File: config.mk
export PLATFORM = sky130hd
export DESIGN_NAME = cm0_acg_sleep_ctrl
export DESIGN_NICKNAME = d
export VERILOG_FILES = /design/src/rtl/cm0_acg_sleep_ctrl.sv
export SDC_FILE = /design/constraint.sdc
export NUM_CORES = 1
export LEC_CHECK = 0
export BUFFER_PORTS_ARGS = -buffer_cell sky130_fd_sc_hd__buf_2
export CAP_MARGIN = 20
export CORE_MARGIN = 5
export CORE_UTILIZATION = 35
export CTS_CLUSTER_SIZE = 10
export DETAILED_ROUTE_END_ITERATION = 10
export GPL_TIMING_DRIVEN = 0
export PLACE_DENSITY = 0.51
export SYNTH_ARGS = -nofsm -noshare
export SYNTH_HDL_FRONTEND = slang
export SYNTH_SLANG_ARGS = --single-unit
export TNS_END_PERCENT = 100
File: constraint.sdc
create_clock -name CLKIN -period 1.8 [get_ports CLKIN]
set_input_delay 0.09 -clock CLKIN [delete_from_list [all_inputs] [get_ports CLKIN]]
set_output_delay 0.09 -clock CLKIN [all_outputs]
set_load 0.05 [all_outputs]
File: src/rtl/cm0_acg_sleep_ctrl.sv
// Sleep/wake sequencer for the core's architectural clock gate (RUN/DRAIN/HOLD/GATED/WAKE).
// Optional gated-cycle statistics counter enabled by defining CM0_ACG_SLEEP_STATS_EN.
module cm0_acg_sleep_ctrl #(
  parameter int unsigned ACG         = 1,
  parameter int unsigned HOLDOFF_CYC = 4,
  parameter int unsigned WAKE_CYC    = 2
) (
  input  logic        CLKIN,
  input  logic        RESET,
  input  logic        SLEEP_REQ,
  input  logic        WAKE_REQ,
  input  logic        BUSY,
`ifdef CM0_ACG_SLEEP_STATS_EN
  input  logic        STATS_CLR,
  output logic [15:0] GATED_CYCLES,
`endif
  output logic        GATE_EN,
  output logic        SLEEP_ACK,
  output logic        SLEEPING,
  output logic        ABORT,
  output logic        WAKE_DONE
);

  localparam int unsigned HoldoffClamp = (HOLDOFF_CYC > 15) ? 15 : HOLDOFF_CYC;
  localparam int unsigned WakeClamp    = (WAKE_CYC < 1 || WAKE_CYC > 15) ? 15 : WAKE_CYC;
  localparam int unsigned HoldoffM1    = (HoldoffClamp == 0) ? 0 : HoldoffClamp - 1;
  localparam logic [3:0]  HoldoffLoad  = 4'(HoldoffM1);
  localparam logic [3:0]  WakeLoad     = 4'(WakeClamp - 1);
  localparam bit          GateCtl      = (ACG != 0);

  typedef enum logic [2:0] {StRun, StDrain, StHold, StGated, StWake} state_e;

  state_e     state_q, state_d;
  logic [3:0] cnt_q, cnt_d;
  logic       gate_en_q, gate_en_d;
  logic       sleep_ack_q, sleep_ack_d;
  logic       sleeping_q, sleeping_d;
  logic       abort_q, abort_d;
  logic       wake_done_q, wake_done_d;
  logic       cancel;

  // A pending wake or a withdrawn request cancels any sleep attempt in progress.
  assign cancel = WAKE_REQ | ~SLEEP_REQ;

  always_comb begin
    state_d     = state_q;
    cnt_d       = cnt_q;
    abort_d     = 1'b0;
    wake_done_d = 1'b0;
    unique case (state_q)
      StRun: begin
        if (SLEEP_REQ && !WAKE_REQ) begin
          state_d = StDrain;
        end
      end
      StDrain: begin
        if (cancel) begin
          state_d = StRun;
          abort_d = 1'b1;
        end else if (!BUSY) begin
          if (HoldoffClamp == 0) begin
            state_d = StGated;
          end else begin
            state_d = StHold;
            cnt_d   = HoldoffLoad;
          end
        end
      end
      StHold: begin
        if (cancel) begin
          state_d = StRun;
          abort_d = 1'b1;
        end else if (BUSY) begin
          state_d = StDrain;
        end else if (cnt_q == 4'd0) begin
          state_d = StGated;
        end else begin
          cnt_d = cnt_q - 4'd1;
        end
      end
      StGated: begin
        if (cancel) begin
          state_d = StWake;
          cnt_d   = WakeLoad;
        end
      end
      StWake: begin
        if (cnt_q == 4'd0) begin
          state_d     = StRun;
          wake_done_d = 1'b1;
        end else begin
          cnt_d = cnt_q - 4'd1;
        end
      end
      default: begin
        state_d = StRun;
        cnt_d   = 4'd0;
      end
    endcase
  end

  // Outputs are decoded from the next state so they move on the same edge as the state.
  always_comb begin
    gate_en_d   = !(GateCtl && (state_d == StGated));
    sleep_ack_d = (state_d == StGated);
    sleeping_d  = (state_d == StGated) || (state_d == StWake);
  end

  always_ff @(posedge CLKIN) begin
    if (RESET) begin
      state_q     <= StRun;
      cnt_q       <= 4'd0;
      gate_en_q   <= 1'b1;
      sleep_ack_q <= 1'b0;
      sleeping_q  <= 1'b0;
      abort_q     <= 1'b0;
      wake_done_q <= 1'b0;
    end else begin
      state_q     <= state_d;
      cnt_q       <= cnt_d;
      gate_en_q   <= gate_en_d;
      sleep_ack_q <= sleep_ack_d;
      sleeping_q  <= sleeping_d;
      abort_q     <= abort_d;
      wake_done_q <= wake_done_d;
    end
  end

  assign GATE_EN   = gate_en_q;
  assign SLEEP_ACK = sleep_ack_q;
  assign SLEEPING  = sleeping_q;
  assign ABORT     = abort_q;
  assign WAKE_DONE = wake_done_q;

`ifdef CM0_ACG_SLEEP_STATS_EN
  logic [15:0] gated_cycles_q, gated_cycles_d;

  // Counts edges at which the gate enable was low; saturates at all-ones.
  always_comb begin
    gated_cycles_d = gated_cycles_q;
    if (STATS_CLR) begin
      gated_cycles_d = 16'd0;
    end else if (!gate_en_q && (gated_cycles_q != 16'hFFFF)) begin
      gated_cycles_d = gated_cycles_q + 16'd1;
    end
  end

  always_ff @(posedge CLKIN) begin
    if (RESET) begin
      gated_cycles_q <= 16'd0;
    end else begin
      gated_cycles_q <= gated_cycles_d;
    end
  end

  assign GATED_CYCLES = gated_cycles_q;
`endif

endmodule

==> results of run 1 <==
## registers in the layout (all words and copies together), names as in the netlist
register,flops
SLEEP_ACK,1
SLEEPING,1
GATE_EN,1
cnt_q,4
WAKE_DONE,1
ABORT,1
state_q,3
## routing by layer
metal | up-vias | wire length [um] | part of all wire, % | track usage, %
met2 | 13 | 541 | 44 | 16.53
li1 | 272 | - | - | -
met4 | 0 | 11 | 0.90 | 5.106
met1 | 240 | 616 | 50 | 13.21
met3 | 2 | 58 | 4.7 | 3.324
met5 | - | 0 | 0 | 0
## stage by stage
stage / total power, mW / hold slack (ns) / setup WS (ns)
4_1_cts: 0.5211 / 0.1494 / 0.1759
3_3_place_gp: 0.3106 / 0.4198 / 0.1365
5_1_grt: 0.5455 / 0.1495 / 0.04163
2_1_floorplan: 0.3000 / 0.2331 / 0.3137
6_report: 0.5170 / 0.1538 / 0.1791
3_5_place_dp: 0.3105 / 0.4295 / 0.1867
## layout by cell type, fill, tap and decap left out, types with 2 or more instances in the layout
master and count:
sky130_fd_sc_hd__a32o_1 2, sky130_fd_sc_hd__nand2_1 2, sky130_fd_sc_hd__nor2b_1 4, sky130_fd_sc_hd__nand2b_1 3, sky130_fd_sc_hd__xnor2_1 2, sky130_fd_sc_hd__o21ai_0 3, sky130_fd_sc_hd__o32ai_1 3, sky130_fd_sc_hd__nor3_1 6
sky130_fd_sc_hd__inv_1 6, sky130_fd_sc_hd__dfxtp_1 12, sky130_fd_sc_hd__ha_1 2, sky130_fd_sc_hd__buf_2 9, sky130_fd_sc_hd__clkbuf_4 3, sky130_fd_sc_hd__nor3b_1 2, sky130_fd_sc_hd__nor2_1 2
## where the power goes
group,switching [mW],internal (mW),leakage (nW),total (mW)
Clock,0.0900,0.123,0.0210,0.213
Sequential,0.00178,0.267,0.0969,0.269
Combinational,0.0226,0.0128,0.187,0.0354
Total,0.114,0.403,0.305,0.517
## final cells by class
class,count,area (um2),area share [%]
Sequential cell,12,240.2,30.92
Tap cell,25,31.28,4.026
Timing Repair Buffer,8,40.04,5.153
Multi-Input combinational cell,46,379.1,48.79
Clock buffer,4,36.28,4.670
Buffer,4,27.53,3.543
Inverter,6,22.52,2.899
## final timing paths
kind / to / slack [ns] / depth (start not counted)
worst max register to register: cnt_q[3]$_SDFFE_PP0P_ / 0.18 / 6
worst max-delay path: cnt_q[3]$_SDFFE_PP0P_ / 0.18 / 6
worst min-delay path: state_q[0]$_SDFF_PP0_ / 0.15 / 2
worst min register to register: GATE_EN$_SDFF_PP1_ / 0.61 / 2
## cell families (layout without fill, tap and decap cells)
family | after synthesis | in the layout | share of synthesized area (%)
compound gates | 15 | 15 | 20.37
simple gates | 27 | 27 | 29.91
flops | 12 | 12 | 35.89
buf+inv | 10 | 22 | 7.475
fa+ha+maj | 2 | 2 | 3.738
xor+xnor | 2 | 2 | 2.617
## cell usage after synthesis, drive strengths merged
cell type	n	share of area, %
dfxtp	12	36
inv	6	3.4
nor3	6	4.5
nor2b	4	3.7
o21ai	4	3.6
buf	3	3.6
nand2b	3	2.8
nor3b	3	4.1
o32ai	3	3.9
a32o	2	3.0
ha	2	3.7
nand2	2	1.1
nor2	2	1.1
nor4	2	4.1
or3b	2	2.6
xnor2	2	2.6
a211oi	1	1.9
a311oi	1	2.2
a31oi	1	0.94
and2	1	0.94
clkbuf	1	0.56
nor4b	1	3.6
o211ai	1	1.1
o221ai	1	2.2
o31a	1	1.5
or2	1	1.3
==> impl_metrics.env, run 1 <==
export IMPL_run_status="finished clean"
export IMPL_gp_congestion=0.7784
export IMPL_critPathMaxFanout=5
export IMPL_maxSlewViolCount=0
export IMPL_cts_path_max_buffers=2
export IMPL_arrival_ns=1.79
export IMPL_cts_buffers=3
export IMPL_synthesized_cell_area_um2=669.4
export IMPL_cellLeakagePower_nw=0.3050
export IMPL_hold_path_startpoint="BUSY"
export IMPL_numClockSinks=12
export IMPL_cts_tree="done"
export IMPL_worst_slew_margin_rel_pct=67.64
export IMPL_cts_root_buf="sky130_fd_sc_hd__clkbuf_4"
export IMPL_hold_path_class="in -> reg"
export IMPL_critical_path_cell_with_the_highest_stage_delay="sky130_fd_sc_hd__dfxtp_1"
export IMPL_via_count=527
export IMPL_stdcell_area_um2=777.0
export IMPL_clk_transition_reported_paths_ns=0.08
export IMPL_grt_start_max_net_pins=11
export IMPL_htree_levels=1
export IMPL_first_pass_iters=4
export IMPL_global_route_usage_sum_pct=10.64
export IMPL_crit_path_start_kind="flip-flop"
export IMPL_grt_pass1_wl_mm=2.132
export IMPL_final_setup_tns_ns=0
export IMPL_floorplan_io_pins=10
export IMPL_max_slew_worst_pin_slew_ns=0.4855
export IMPL_timing_critical_path_to_type="flip-flop"
export IMPL_setup_violations=0
export IMPL_fin_crit_ns=1.621
export IMPL_rsz0062_at_grt="false"
export IMPL_wl_per_cell_um=11.70
export IMPL_dp_hpwl_um=938
export IMPL_cap_viol_max_count=0
export IMPL_final_net_count=88
export IMPL_pwr_density_cell_mw_per_mm2=665.4
export IMPL_synth_distinct_cells=32
export IMPL_placement_io_buffers=8
export IMPL_n_antenna_cell=0
export IMPL_fp_row_count=15
export IMPL_timing_critical_path_cells="inv_1 > ha_1 > nor4b_4 > nor4_4 > o32ai_1 > a32o_1"
export IMPL_drt_antenna_violating_nets=0
export IMPL_critical_path_n_buffers_inverters=1
export IMPL_dieArea_mm2=0.002887
export IMPL_timing_rr_start="cnt_q[0]$_SDFFE_PP0P_"
export IMPL_antenna_violations_before_repair=0
export IMPL_resized_after_cts=0
export IMPL_layout_worst_path_cycle_share_pct=90.05
export IMPL_peakVddDrop_v=0.0003311
export IMPL_clk_insertion_delay_late_ns=0.27
export IMPL_share_of_cells_above_drive_strength_1_pct=31.25
export IMPL_timing_setup_critical_path_class="reg -> reg"
export IMPL_cts_hold_fix_buffers=0
export IMPL_final_hold_violation_count=0
export IMPL_synth_fp_nets=75
export IMPL_detail_route_vias_per_cell=5.019
export IMPL_syn2layout_area_growth_pct=16.07
export IMPL_floorplan_core_area_mm2=0.001764
export IMPL_wirelength_mm=1.228
export IMPL_detail_route_iter0_violations=21
export IMPL_cts_post_setup_buffers_inserted=0
export IMPL_skew_ns=0.003018
export IMPL_die_width_um=53.73
export IMPL_synthesis_area_per_instance_um2=9.844
export IMPL_placed_cells_incl_taps=101
export IMPL_globalRoute_totalOverflow=0
export IMPL_first_global_vias=477
export IMPL_die_y_extent_um=53.73
export IMPL_finish_utilization_pct=44.04
export IMPL_ys_seq_elements=12
export IMPL_synth_warn=0
export IMPL_drc=0
export IMPL_initial_core_utilization_pct=37.94
export IMPL_critical_path_max_stage_delay_ns=0.37
export IMPL_crit_family="simple AND/OR/NAND/NOR gates"
export IMPL_postSynthCellCount=68
export IMPL_critical_path_required_ns=1.97
export IMPL_fmaxAchievable_mhz=616.9
export IMPL_yosysSeqAreaShare_pct=35.89
export IMPL_fin_cells=105
export IMPL_critical_path_startpoint="cnt_q[0]$_SDFFE_PP0P_"
export IMPL_placement_cell_area_um2=740.7
export IMPL_fill_cells=188
Note: power is estimated with default switching activity, not from simulation.
==> run 2: changes to the inputs <==
--- a/config.mk
+++ b/config.mk
@@ -7,12 +7,15 @@
 export LEC_CHECK = 0
 export BUFFER_PORTS_ARGS = -buffer_cell sky130_fd_sc_hd__buf_2
 export CAP_MARGIN = 20
+export CELL_PAD_IN_SITES_DETAIL_PLACEMENT = 1
+export CELL_PAD_IN_SITES_GLOBAL_PLACEMENT = 1
 export CORE_MARGIN = 5
 export CORE_UTILIZATION = 35
 export CTS_CLUSTER_SIZE = 10
 export DETAILED_ROUTE_END_ITERATION = 10
 export GPL_TIMING_DRIVEN = 0
-export PLACE_DENSITY = 0.51
+export PLACE_DENSITY = 0.64
+export RECOVER_POWER = 50
 export SYNTH_ARGS = -nofsm -noshare
 export SYNTH_HDL_FRONTEND = slang
 export SYNTH_SLANG_ARGS = --single-unit
==> run 2 against run 1 <==
  * Sequential power hardly changed
  * Maximum frequency is 2.3% lower
  * Non-clock buffer count stayed put
  * Wire length is 18% higher
  * Cell count stayed put
  * First-iteration DRC count is 90% lower
  * Clock-buffer cell count stayed put
  * Worst setup slack worse by 0.039 ns
  * Power is 1.4% higher
  * Via count is 5.3% higher
  * Critical path depth stayed put
  * Critical endpoint unchanged
  * Largest power group unchanged
==> impl_metrics.env, run 2 (synthesis gave the netlist of run 1 again) <==
export IMPL_run_status="finished clean"
export IMPL_wirelength_mm=1.448
export IMPL_cts_path_max_buffers=2
export IMPL_dieArea_mm2=0.002887
export IMPL_floorplan_core_area_mm2=0.001764
export IMPL_die_y_extent_um=53.73
export IMPL_die_width_um=53.73
export IMPL_critPathMaxFanout=5
export IMPL_syn2layout_area_growth_pct=14.02
export IMPL_cts_root_buf="sky130_fd_sc_hd__clkbuf_4"
export IMPL_final_hold_violation_count=0
export IMPL_finalHoldWorstSlack_ns=0.1305
export IMPL_timing_setup_critical_path_class="reg -> reg"
export IMPL_fp_row_count=15
export IMPL_wl_per_cell_um=13.79
export IMPL_cts_buffers=3
export IMPL_peakVddDrop_v=0.0003199
export IMPL_biggestRegsByFlops="cnt_q: 4 flops, state_q: 3 flops"
export IMPL_initial_core_utilization_pct=37.94
export IMPL_drt_antenna_violating_nets=0
export IMPL_dp_worst_setup_slack_ns=0.1483
export IMPL_detail_route_iter0_violations=2
export IMPL_setup_violations=0
export IMPL_cts_tree="done"
export IMPL_clk_transition_reported_paths_ns=0.08
export IMPL_placed_cells_incl_taps=101
export IMPL_resized_after_cts=0
export IMPL_clk_insertion_delay_late_ns=0.27
export IMPL_largest_register_ffs=4
export IMPL_mostFrequentLayoutCell="sky130_fd_sc_hd__dfxtp_1"
export IMPL_maxSlewViolCount=0
export IMPL_n_antenna_cell=0
export IMPL_global_route_usage_sum_pct=12.98
export IMPL_routed_wl_met2_um=673
export IMPL_critical_path_required_ns=1.97
export IMPL_fin_cells=105
export IMPL_finish_utilization_pct=43.26
export IMPL_fmaxAchievable_mhz=602.5
export IMPL_max_slew_worst_pin_slew_ns=0.5967
export IMPL_cts_hold_fix_buffers=0
export IMPL_first_global_vias=558
export IMPL_highest_signal_layer="met4"
export IMPL_fill_cells=230
export IMPL_crit_path_start_kind="flip-flop"
export IMPL_numClockSinks=12
export IMPL_arrival_ns=1.83
export IMPL_wirelength_met1_um=683
export IMPL_skew_ns=0.004599
export IMPL_totalPowerFinal_uw=524.3
export IMPL_worst_slew_margin_rel_pct=60.39
export IMPL_drc=0
export IMPL_detail_route_vias_per_cell=5.286
export IMPL_rsz0062_at_grt="false"
export IMPL_cap_viol_max_count=0
export IMPL_layout_worst_path_cycle_share_pct=92.20
export IMPL_layout_setup_ws_ns=0.1403
export IMPL_stdcell_area_um2=763.2
export IMPL_final_setup_tns_ns=0
export IMPL_grt_pass1_wl_mm=2.580
export IMPL_hold_path_class="in -> reg"
export IMPL_dp_hpwl_mm=1.123
export IMPL_placement_io_buffers=8
export IMPL_share_of_cells_above_drive_strength_1_pct=23.75
export IMPL_final_net_count=88
export IMPL_fin_crit_ns=1.660
export IMPL_first_pass_iters=2
export IMPL_placement_cell_area_um2=740.7
export IMPL_cellLeakagePower_nw=0.2804
export IMPL_grt_start_max_net_pins=11
export IMPL_largest_register="cnt_q"
export IMPL_htree_levels=1
export IMPL_floorplan_io_pins=10
export IMPL_pwr_density_cell_mw_per_mm2=687.0
export IMPL_antenna_violations_before_repair=0
export IMPL_gp_congestion=0.7551
export IMPL_cts_post_setup_buffers_inserted=0
export IMPL_mostFrequentLayoutCells="sky130_fd_sc_hd__dfxtp_1 (12), sky130_fd_sc_hd__clkbuf_1 (7), sky130_fd_sc_hd__inv_1 (6), sky130_fd_sc_hd__nor3_1 (6)"
export IMPL_timing_critical_path_to_type="flip-flop"
export IMPL_globalRoute_totalOverflow=0
export IMPL_via_count=555
export IMPL_met3_length_um=60
## run 2: worst paths after layout
check	slack [ns]	from	end	cells past startpoint
worst min register to register	0.63	state_q[2]$_SDFF_PP0_	ABORT$_SDFF_PP0_	2
worst min-delay path	0.13	BUSY	state_q[0]$_SDFF_PP0_	2
worst max register to register	0.14	cnt_q[0]$_SDFFE_PP0P_	cnt_q[3]$_SDFFE_PP0P_	6
worst max-delay path	0.14	cnt_q[0]$_SDFFE_PP0P_	cnt_q[3]$_SDFFE_PP0P_	6
## run 2: cell type report
class / instances / area, um2 / area share [%]
Buffer: 4 / 20.02 / 2.623
Clock buffer: 4 / 36.28 / 4.754
Inverter: 6 / 22.52 / 2.951
Multi-Input combinational cell: 46 / 379.1 / 49.67
Sequential cell: 12 / 240.2 / 31.48
Tap cell: 25 / 31.28 / 4.098
Timing Repair Buffer: 8 / 33.78 / 4.426
## run 2: power by group
group	switching [mW]	internal, mW
combinational	0.0227	0.0124
sequential	0.00181	0.267
clock	0.0973	0.123
total	0.122	0.402
## run 2: critical path, cell delays in order (launching register included)
cell and delay (ns):
sky130_fd_sc_hd__dfxtp_1 0.37, sky130_fd_sc_hd__inv_1 0.09, sky130_fd_sc_hd__ha_1 0.23, sky130_fd_sc_hd__nor4b_4 0.15, sky130_fd_sc_hd__nor4_4 0.35, sky130_fd_sc_hd__o32ai_1 0.15, sky130_fd_sc_hd__a32o_1 0.22
## run 2: per-layer routing
layer / global-route usage [%] / vias up
met3: 4.432 / 4
met5: 0 / -
met1: 15.47 / 263
met4: 7.660 / 0
li1: - / 278
met2: 19.96 / 10
